[src/rtl/load_store_unit.sv]
// load_store_unit: RV32 load/store sequencer between a CPU request/response port and a single-cycle memory.
// Optional build macro LSU_MISALIGNED_SPLIT_EN splits misaligned halfword/word accesses into byte accesses.
typedef enum logic [1:0] {BYTE = 2'd0, HALFWORD = 2'd1, WORD = 2'd2} tsize_e;

module load_store_unit #(
    parameter int AW = 32
) (
    input  logic          clk,
    input  logic          rst,
    input  logic          req_valid,
    output logic          req_ready,
    input  logic          req_write,
    input  logic [2:0]    req_funct3,
    input  logic [31:0]   req_addr,
    input  logic [31:0]   req_wdata,
    output logic          resp_valid,
    input  logic          resp_ready,
    output logic [31:0]   resp_rdata,
    output logic          resp_error,
    output logic [AW-1:0] mem_address,
    output tsize_e        mem_tsize,
    output logic          mem_write,
    output logic [31:0]   mem_write_data,
    input  logic [31:0]   mem_data,
    input  logic          mem_rerror,
    input  logic          mem_werror
);
    typedef enum logic [2:0] {IDLE, LOAD, STORE, SCHECK, RESP} state_e;
    state_e        state_q, state_d;
    logic [2:0]    funct3_q, funct3_d;
    logic [31:0]   wdata_q, wdata_d, rdata_q, rdata_d;
    logic          err_q, err_d;
    logic [AW-1:0] addr_q, addr_d;
    tsize_e        tsize_q, tsize_d;
    logic          accept, illegal, misaligned, bad, last;
    logic [31:0]   load_raw, load_ext;

    assign accept     = req_valid && req_ready;
    assign illegal    = req_write ? (req_funct3[2] || req_funct3[1:0] == 2'b11)
                                  : (req_funct3 == 3'b011 || req_funct3[2:1] == 2'b11);
    assign misaligned = (req_funct3[1:0] == 2'b01 && req_addr[0]) ||
                        (req_funct3[1:0] == 2'b10 && req_addr[1:0] != 2'b00);

`ifdef LSU_MISALIGNED_SPLIT_EN
    logic [1:0]  cnt_q, cnt_d, top;
    logic [23:0] asm_q, asm_d;
    logic        split_q, split_d;
    logic [7:0]  wbyte;

    // Byte k of a split access is the k-th most significant byte of the right-aligned value.
    assign top            = funct3_q[1] ? 2'd3 : 2'd1;
    assign last           = !split_q || cnt_q == top;
    assign bad            = illegal;
    assign wbyte          = 8'(wdata_q >> {top - cnt_q, 3'b000});
    assign load_raw       = split_q ? {asm_q, mem_data[7:0]} : mem_data;
    assign mem_write_data = split_q ? {24'd0, wbyte} : wdata_q;

    always_ff @(posedge clk or posedge rst) begin
        if (rst) begin
            cnt_q   <= '0;
            asm_q   <= '0;
            split_q <= 1'b0;
        end else begin
            cnt_q   <= cnt_d;
            asm_q   <= asm_d;
            split_q <= split_d;
        end
    end
`else
    assign last           = 1'b1;
    assign bad            = illegal || misaligned;
    assign load_raw       = mem_data;
    assign mem_write_data = wdata_q;
`endif

    assign load_ext = funct3_q[1] ? load_raw :
                      funct3_q[0] ? {{16{~funct3_q[2] & load_raw[15]}}, load_raw[15:0]} :
                                    {{24{~funct3_q[2] & load_raw[7]}}, load_raw[7:0]};

    always_ff @(posedge clk or posedge rst) begin
        if (rst) state_q <= IDLE;
        else     state_q <= state_d;
    end

    always_comb begin
        state_d = state_q;
        case (state_q)
            IDLE:    state_d = !accept ? IDLE : bad ? RESP : req_write ? STORE : LOAD;
            LOAD:    state_d = last ? RESP : LOAD;
            STORE:   state_d = last ? SCHECK : STORE;
            SCHECK:  state_d = RESP;
            RESP:    state_d = resp_ready ? IDLE : RESP;
            default: state_d = IDLE;
        endcase
    end

    always_comb begin
        req_ready  = state_q == IDLE;
        resp_valid = state_q == RESP;
        mem_write  = state_q == STORE;
    end

    assign resp_rdata  = rdata_q;
    assign resp_error  = err_q;
    assign mem_address = addr_q;
    assign mem_tsize   = tsize_q;

    always_comb begin
        funct3_d = funct3_q;
        wdata_d  = wdata_q;
        rdata_d  = rdata_q;
        err_d    = err_q;
        addr_d   = addr_q;
        tsize_d  = tsize_q;
`ifdef LSU_MISALIGNED_SPLIT_EN
        cnt_d    = cnt_q;
        asm_d    = asm_q;
        split_d  = split_q;
`endif
        if (accept) begin
            funct3_d = req_funct3;
            wdata_d  = req_wdata;
            rdata_d  = '0;
            err_d    = bad;
            // Rejected requests never reach memory, so the memory-side address stays put.
            if (!bad) begin
                addr_d  = req_addr[AW-1:0];
`ifdef LSU_MISALIGNED_SPLIT_EN
                tsize_d = misaligned ? BYTE : tsize_e'(req_funct3[1:0]);
`else
                tsize_d = tsize_e'(req_funct3[1:0]);
`endif
            end
`ifdef LSU_MISALIGNED_SPLIT_EN
            cnt_d   = '0;
            asm_d   = '0;
            split_d = misaligned && !illegal;
`endif
        end
        if (state_q == LOAD) begin
            err_d = err_q || mem_rerror;
            if (last) rdata_d = (err_q || mem_rerror) ? '0 : load_ext;
        end
        if (state_q == SCHECK) err_d = err_q || mem_werror;
`ifdef LSU_MISALIGNED_SPLIT_EN
        // werror trails each byte write by one cycle; the final byte's flag lands in SCHECK.
        if (state_q == STORE && cnt_q != 2'd0) err_d = err_q || mem_werror;
        if ((state_q == LOAD || state_q == STORE) && split_q) begin
            cnt_d = last ? 2'd0 : cnt_q + 2'd1;
            if (!last) addr_d = addr_q + AW'(1);
            if (state_q == LOAD) asm_d = {asm_q[15:0], mem_data[7:0]};
        end
`endif
    end

    always_ff @(posedge clk or posedge rst) begin
        if (rst) begin
            funct3_q <= '0;
            wdata_q  <= '0;
            rdata_q  <= '0;
            err_q    <= 1'b0;
            addr_q   <= '0;
            tsize_q  <= BYTE;
        end else begin
            funct3_q <= funct3_d;
            wdata_q  <= wdata_d;
            rdata_q  <= rdata_d;
            err_q    <= err_d;
            addr_q   <= addr_d;
            tsize_q  <= tsize_d;
        end
    end
endmodule

[config.mk]
export PLATFORM = sky130hd
export DESIGN_NAME = load_store_unit
export DESIGN_NICKNAME = d
export VERILOG_FILES = /design/src/rtl/load_store_unit.sv
export SDC_FILE = /design/constraint.sdc
export NUM_CORES = 1
export LEC_CHECK = 0
export BUFFER_PORTS_ARGS = -buffer_cell sky130_fd_sc_hd__buf_2
export CORE_UTILIZATION = 30
export DETAILED_ROUTE_END_ITERATION = 6
export GPL_TIMING_DRIVEN = 0
export MAX_ROUTING_LAYER = met4
export PLACE_DENSITY = 0.56
export SYNTH_ARGS = -nofsm -noshare
export SYNTH_HDL_FRONTEND = slang
export SYNTH_SLANG_ARGS = --single-unit
[constraint.sdc]
create_clock -name clk -period 3.2 [get_ports clk]
set_input_delay 0.64 -clock clk [delete_from_list [all_inputs] [get_ports clk]]
set_output_delay 0.64 -clock clk [all_outputs]
set_load 0.01 [all_outputs]
### After elaboration in Yosys (flattened, before gate mapping)

Cells that the tools add are included.

| storage, ports and cells | value |
|---|---|
| word-level logic and storage cells | 49 |
| input port bits | 106 |
| bits in registers | 105 |
| output and inout bits | 102 |

| cells by class | value |
|---|---|
| reduce and logical (&&, ||, !) cells | 15 |
| mux-type cells | 14 |
| bitwise gates (word level) | 4 |
| eq/ne operators | 9 |

Operator list:

| kind | number |
|---|---|
| 32-bit 2-to-1 mux | 5 |
| 3-bit one-hot mux with 4 select lines | 1 |
| 3-bit by 2-bit == test with 1-bit output (second input constant) | 3 |
| 3-bit 2-to-1 mux | 3 |
| 2-bit == test (second input constant) | 3 |
| 1-bit logical OR | 6 |
| 1-bit 2-to-1 mux | 4 |
| 2-bit nonzero test | 2 |
| 3-bit by 1-bit == test with 1-bit output (second input constant) | 1 |
| 3-bit == test (second input constant) | 1 |
| 1-bit logical AND | 3 |
| 3-bit logical NOT | 1 |
| 3-bit nonzero test | 1 |
| 1-bit AND | 2 |
| 2-bit by 1-bit == test with 1-bit output (second input constant) | 1 |
| 2-bit 2-to-1 mux | 1 |
| 1-bit NOT | 2 |
| 2-bit AND reduction | 1 |
| 2-bit OR reduction | 1 |

### Longest topological paths before layout

| logic depth | value |
|---|---|
| word-level depth | 7 |
| mapped depth | 6 |
| gate-level depth less buffers | 3 |

### Worst setup path before layout

OpenSTA, ideal clock, no wires.

| timing | value |
|---|---|
| kind | input to register |
| start | input port req_funct3[0] |
| end | register addr_q[11], in the netlist mem_address[11] |
| stages | 4 |
| library setup time | 125 ps |
| data arrival time | 1693 ps |
| setup slack | 1382 ps |
| data required time | 3075 ps |
| cell sequence | nor4_2 -> o21ai_2 -> buf_6 -> mux2_4 |

| on the way | value |
|---|---|
| cells in the longest elaborated chain, start to end | 6 |
| elaborated cells on any way between the ends | 13 |

RTL lines:

| item | RTL line | text |
|---|---|---|
| start, declared | 13 | `input logic [2:0] req_funct3,` |
| 3-bit by 2-bit == test with 1-bit output, or another cell as far along | 40 | `: (req_funct3 == 3'b011 \|\| req_funct3[2:1] == 2'b11);` |
| 1-bit logical OR, or another cell as far along | 40 |  |
| 1-bit 2-to-1 mux or 1-bit logical OR (tied branches) | 39, 41 |  |
| 1-bit logical OR (*) | 71 | `assign bad = illegal \|\| misaligned;` |
| 1-bit NOT (no source line) (*) | n/a |  |
| 2-bit AND reduction (no source line) (*) | n/a |  |
| end signal, assigned | 169 | `addr_q <= addr_d;` |
| end, declared | 33 | `logic [AW-1:0] addr_q, addr_d;` |

Mark *: on every way between the ends. The rest lies on a longest branch, timed or not.
A chain may end at the register's enable or synchronous reset.

### Worst setup path after layout

| timing | value |
|---|---|
| start | register state_q[0] |
| end | output port mem_write |

| on the way | value |
|---|---|
| cells in the longest elaborated chain, start to end | 1 |

RTL lines:

| item | RTL line | text |
|---|---|---|
| start, declared | 29 | `state_e state_q, state_d;` |
| start signal, assigned | 82 | `else state_q <= state_d;` |
| 3-bit by 2-bit == test with 1-bit output | 100 | `mem_write = state_q == STORE;` |
| end, declared | 22 | `output logic mem_write,` |

Every way passes these cells.

==> flow_summary.json <==
{
  "clk_pin_slew_ns": 0.07,
  "slew_viol_final": 0,
  "setup-tns-final_ns": 0,
  "wl_per_cell_um": 15.6,
  "skew_ns": 0.00674,
  "cts_tree": "yes",
  "dr.pass1.iters": 4,
  "nets": 622,
  "hpwl_mm": 8.14,
  "fmax_ghz": 0.462,
  "reg2reg_depth": 5,
  "cts_root_buf": "clkbuf_16",
  "crit_chain": "clkbuf_1, nor2_1, nand2_1, inv_1, buf_2",
  "leakagePower_nw": 3.13,
  "max-cap-violations": 0,
  "grt-ovfl-total": 0,
  "layout-drive-gt1-share": 0.595,
  "crit_buf_inv": 3,
  "path_delay_family": "buffers and inverters",
  "slew_headroom": 0.437,
  "cp.arrival_ns": 1.52,
  "nFillCells": 1354,
  "reg2reg_from": "state_q[2]",
  "synthCells": 296,
  "crit_type": "flop to output pin",
  "initial_utilization": 0.310,
  "rsz0062_at_grt": "false",
  "grt_max_degree": 44,
  "cp_max_fo": 10,
  "cp_slowest_cell": "dfrtp_1",
  "fin_crit_ns": 2.16,
  "whs_ns": 0.444,
  "irDropWorstVdd_mv": 0.349,
  "holdBufCountCts": 0,
  "ys_types": 33,
  "cts_resized": 0,
  "wl_mm": 10.9,
  "antenna_found_initial": 0,
  "io_pins": 208,
  "cp.required_ns": 2.56,
  "grt_usage": 0.153,
  "slowest_delay_ns": 0.43,
  "hold_viol_final": 0,
  "period_share": 0.676,
  "drtAntennaViolNets": 0,
  "synth_fp_nets": 402,
  "endpoint_kind": "output pin",
  "n_antenna_cell": 0,
  "ys_seq_elements": 105,
  "rows": 43,
  "post_cts_buffers": 0,
  "power_density_nw_per_um2": 876,
  "hp-class": "input pin to asynchronous set/reset pin",
  "syn_avg_cell_area_um2": 14.7,
  "run_status": "finished, final reports clean",
  "drc": 0,
  "coreArea_um2": 14000,
  "drt_iter0_drc": 142,
  "clk-insertion-delay-late_ns": 0.35,
  "ys_seq_area_frac": 0.605,
  "start_kind": "flop",
  "syn-cell-area_um2": 4340,
  "num_vias": 3266,
  "dieWidth_um": 122,
  "clock_sinks": 105,
  "vias_per_cell": 4.66,
  "ctsHtreeMaxLevel": 3,
  "area_growth_pct": 37.7,
  "grt_pass1_wl_mm": 16.9,
  "r2r-end": "mem_write_data[10]",
  "io_buffers": 207,
  "clock_path_buffers": 2,
  "die_h_um": 122,
  "grt_pass1_vias": 3366,
  "r2r_setup_slack_ns": 1.38,
  "gp_congestion": 0.717,
  "ys.warnings.count": 0,
  "cts-buffers-inserted": 9,
  "setup_viol": 0,
  "worst_pin_slew_ns": 0.843,
  "die_area_um2": 15000
}
-- worst register-to-register path, stage by stage (launching register included) --
cell and delay, ns:
dfrtp_1 0.36, buf_2 0.17, nor4b_4 0.36, buf_4 0.25, buf_4 0.21, mux2_2 0.35
-- flip-flops by register name, indices dropped and copies added (netlist names) --
signal          flops
mem_write_data     32
mem_tsize           2
mem_address        32
resp_rdata         32
funct3_q            3
resp_error          1
state_q             3
-- cell usage in the layout, fill, tap and decap left out, types with 2 or more instances in the layout --
cell        synthesis  layout
buf_2               8     215
nand2b_1           16      16
clkbuf_8            0       2
inv_1               4       3
buf_12              0       2
a32o_1             17      17
nand2_1            10      10
o21ai_0            12      12
clkinvlp_4          0       3
nor2_1              3       3
buf_6               3       3
dfrtp_1           105     105
buf_4               3       3
clkbuf_16           0       9
clkbuf_1            8       9
a21oi_1             3       3
a22o_1             20      20
mux2_2             39      39
mux2_4             26      26
bufinv_16           0       2
nor3_1              2       2
-- report_power, final --
| part | internal [mW] | switching, mW | leakage [nW] | total, mW |
|---|---|---|---|---|
| Clock | 0.729 | 0.484 | 0.155 | 1.21 |
| Combinational | 1.01 | 0.942 | 1.65 | 1.96 |
| Sequential | 1.80 | 0.266 | 1.32 | 2.07 |
-- per-stage QoR --
stage / util / power [mW] / setup WS [ns] / area (um2) / instances
6_report: 0.427 / 5.24 / 1.04 / 5980 / 701
5_1_grt: 0.427 / 5.57 / 0.936 / 5980 / 701
4_1_cts: 0.427 / 5.32 / 1.02 / 5980 / 701
3_5_place_dp: 0.404 / 4.07 / 0.917 / 5650 / 685
3_3_place_gp: 0.401 / 4.02 / 0.577 / 5610 / 683
2_1_floorplan: - / 3.29 / 1.30 / 4350 / 296
-- Yosys cell counts, drive strengths merged --
cell type  number  area [um2]
o21ai          14        73.8
and3b           1        8.76
nor2            3        11.3
a221o           1        10.0
nand2b         16         100
o41ai           1        8.76
clkbuf          8        30.0
o21a            1        7.51
o211ai          1        7.51
inv             4        15.0
a21oi           3        15.0
nand2          10        37.5
mux2           65         830
nor3            2        10.0
o21bai          1        7.51
a221oi          1        15.0
nor3b           1        7.51
nor4            1        12.5
nor4b           1        23.8
or4b            1        10.0
buf            14        96.3
and3            1        6.26
and2            1        6.26
or3b            1        8.76
dfrtp         105        2630
mux2i           1        10.0
a32o           17         170
a22o           20         175
-- worst max-delay path by stage --
| stage | from | endpoint | slack, ns | depth (start not counted) |
|---|---|---|---|---|
| finish | state_q[0] | mem_write | 1.04 | 5 |
| CTS | state_q[0] | mem_write | 1.02 | 5 |
| global route | state_q[0] | mem_write | 0.94 | 5 |
| floorplan | rst | funct3_q[0] | 1.30 | 1 |
| global placement | rst | mem_write_data[3] | 0.58 | 2 |
| detailed placement | req_funct3[0] | mem_address[27] | 0.92 | 5 |
-- logic make-up after synthesis --
logic type | count (synthesis) | synth area share
simple gates | 39 | 0.0559
flops | 105 | 0.605
mux | 66 | 0.193
compound gates | 60 | 0.113
buf+inv | 26 | 0.0326
-- layer usage --
metal / vias up / part of all wire / global-route usage
met1: 1604 / 0.45 / 0.198
li1: 1523 / - / -
met5: - / 0 / -
met2: 124 / 0.47 / 0.229
met3: 15 / 0.061 / 0.0311
met4: 0 / 0.019 / 0.0701
-- cell type report --
type,count,area [um2],share of cell area
clock buffers,12,256,0.0429
repair buffers,209,1080,0.180
multi-input cells,165,1570,0.263
plain buffers,22,126,0.0211
flip-flops and latches,105,2630,0.440
well taps,180,225,0.0377
inverters,4,18.8,0.00314
clock inverters,4,75.1,0.0126
(Power assumes the default switching activity.)
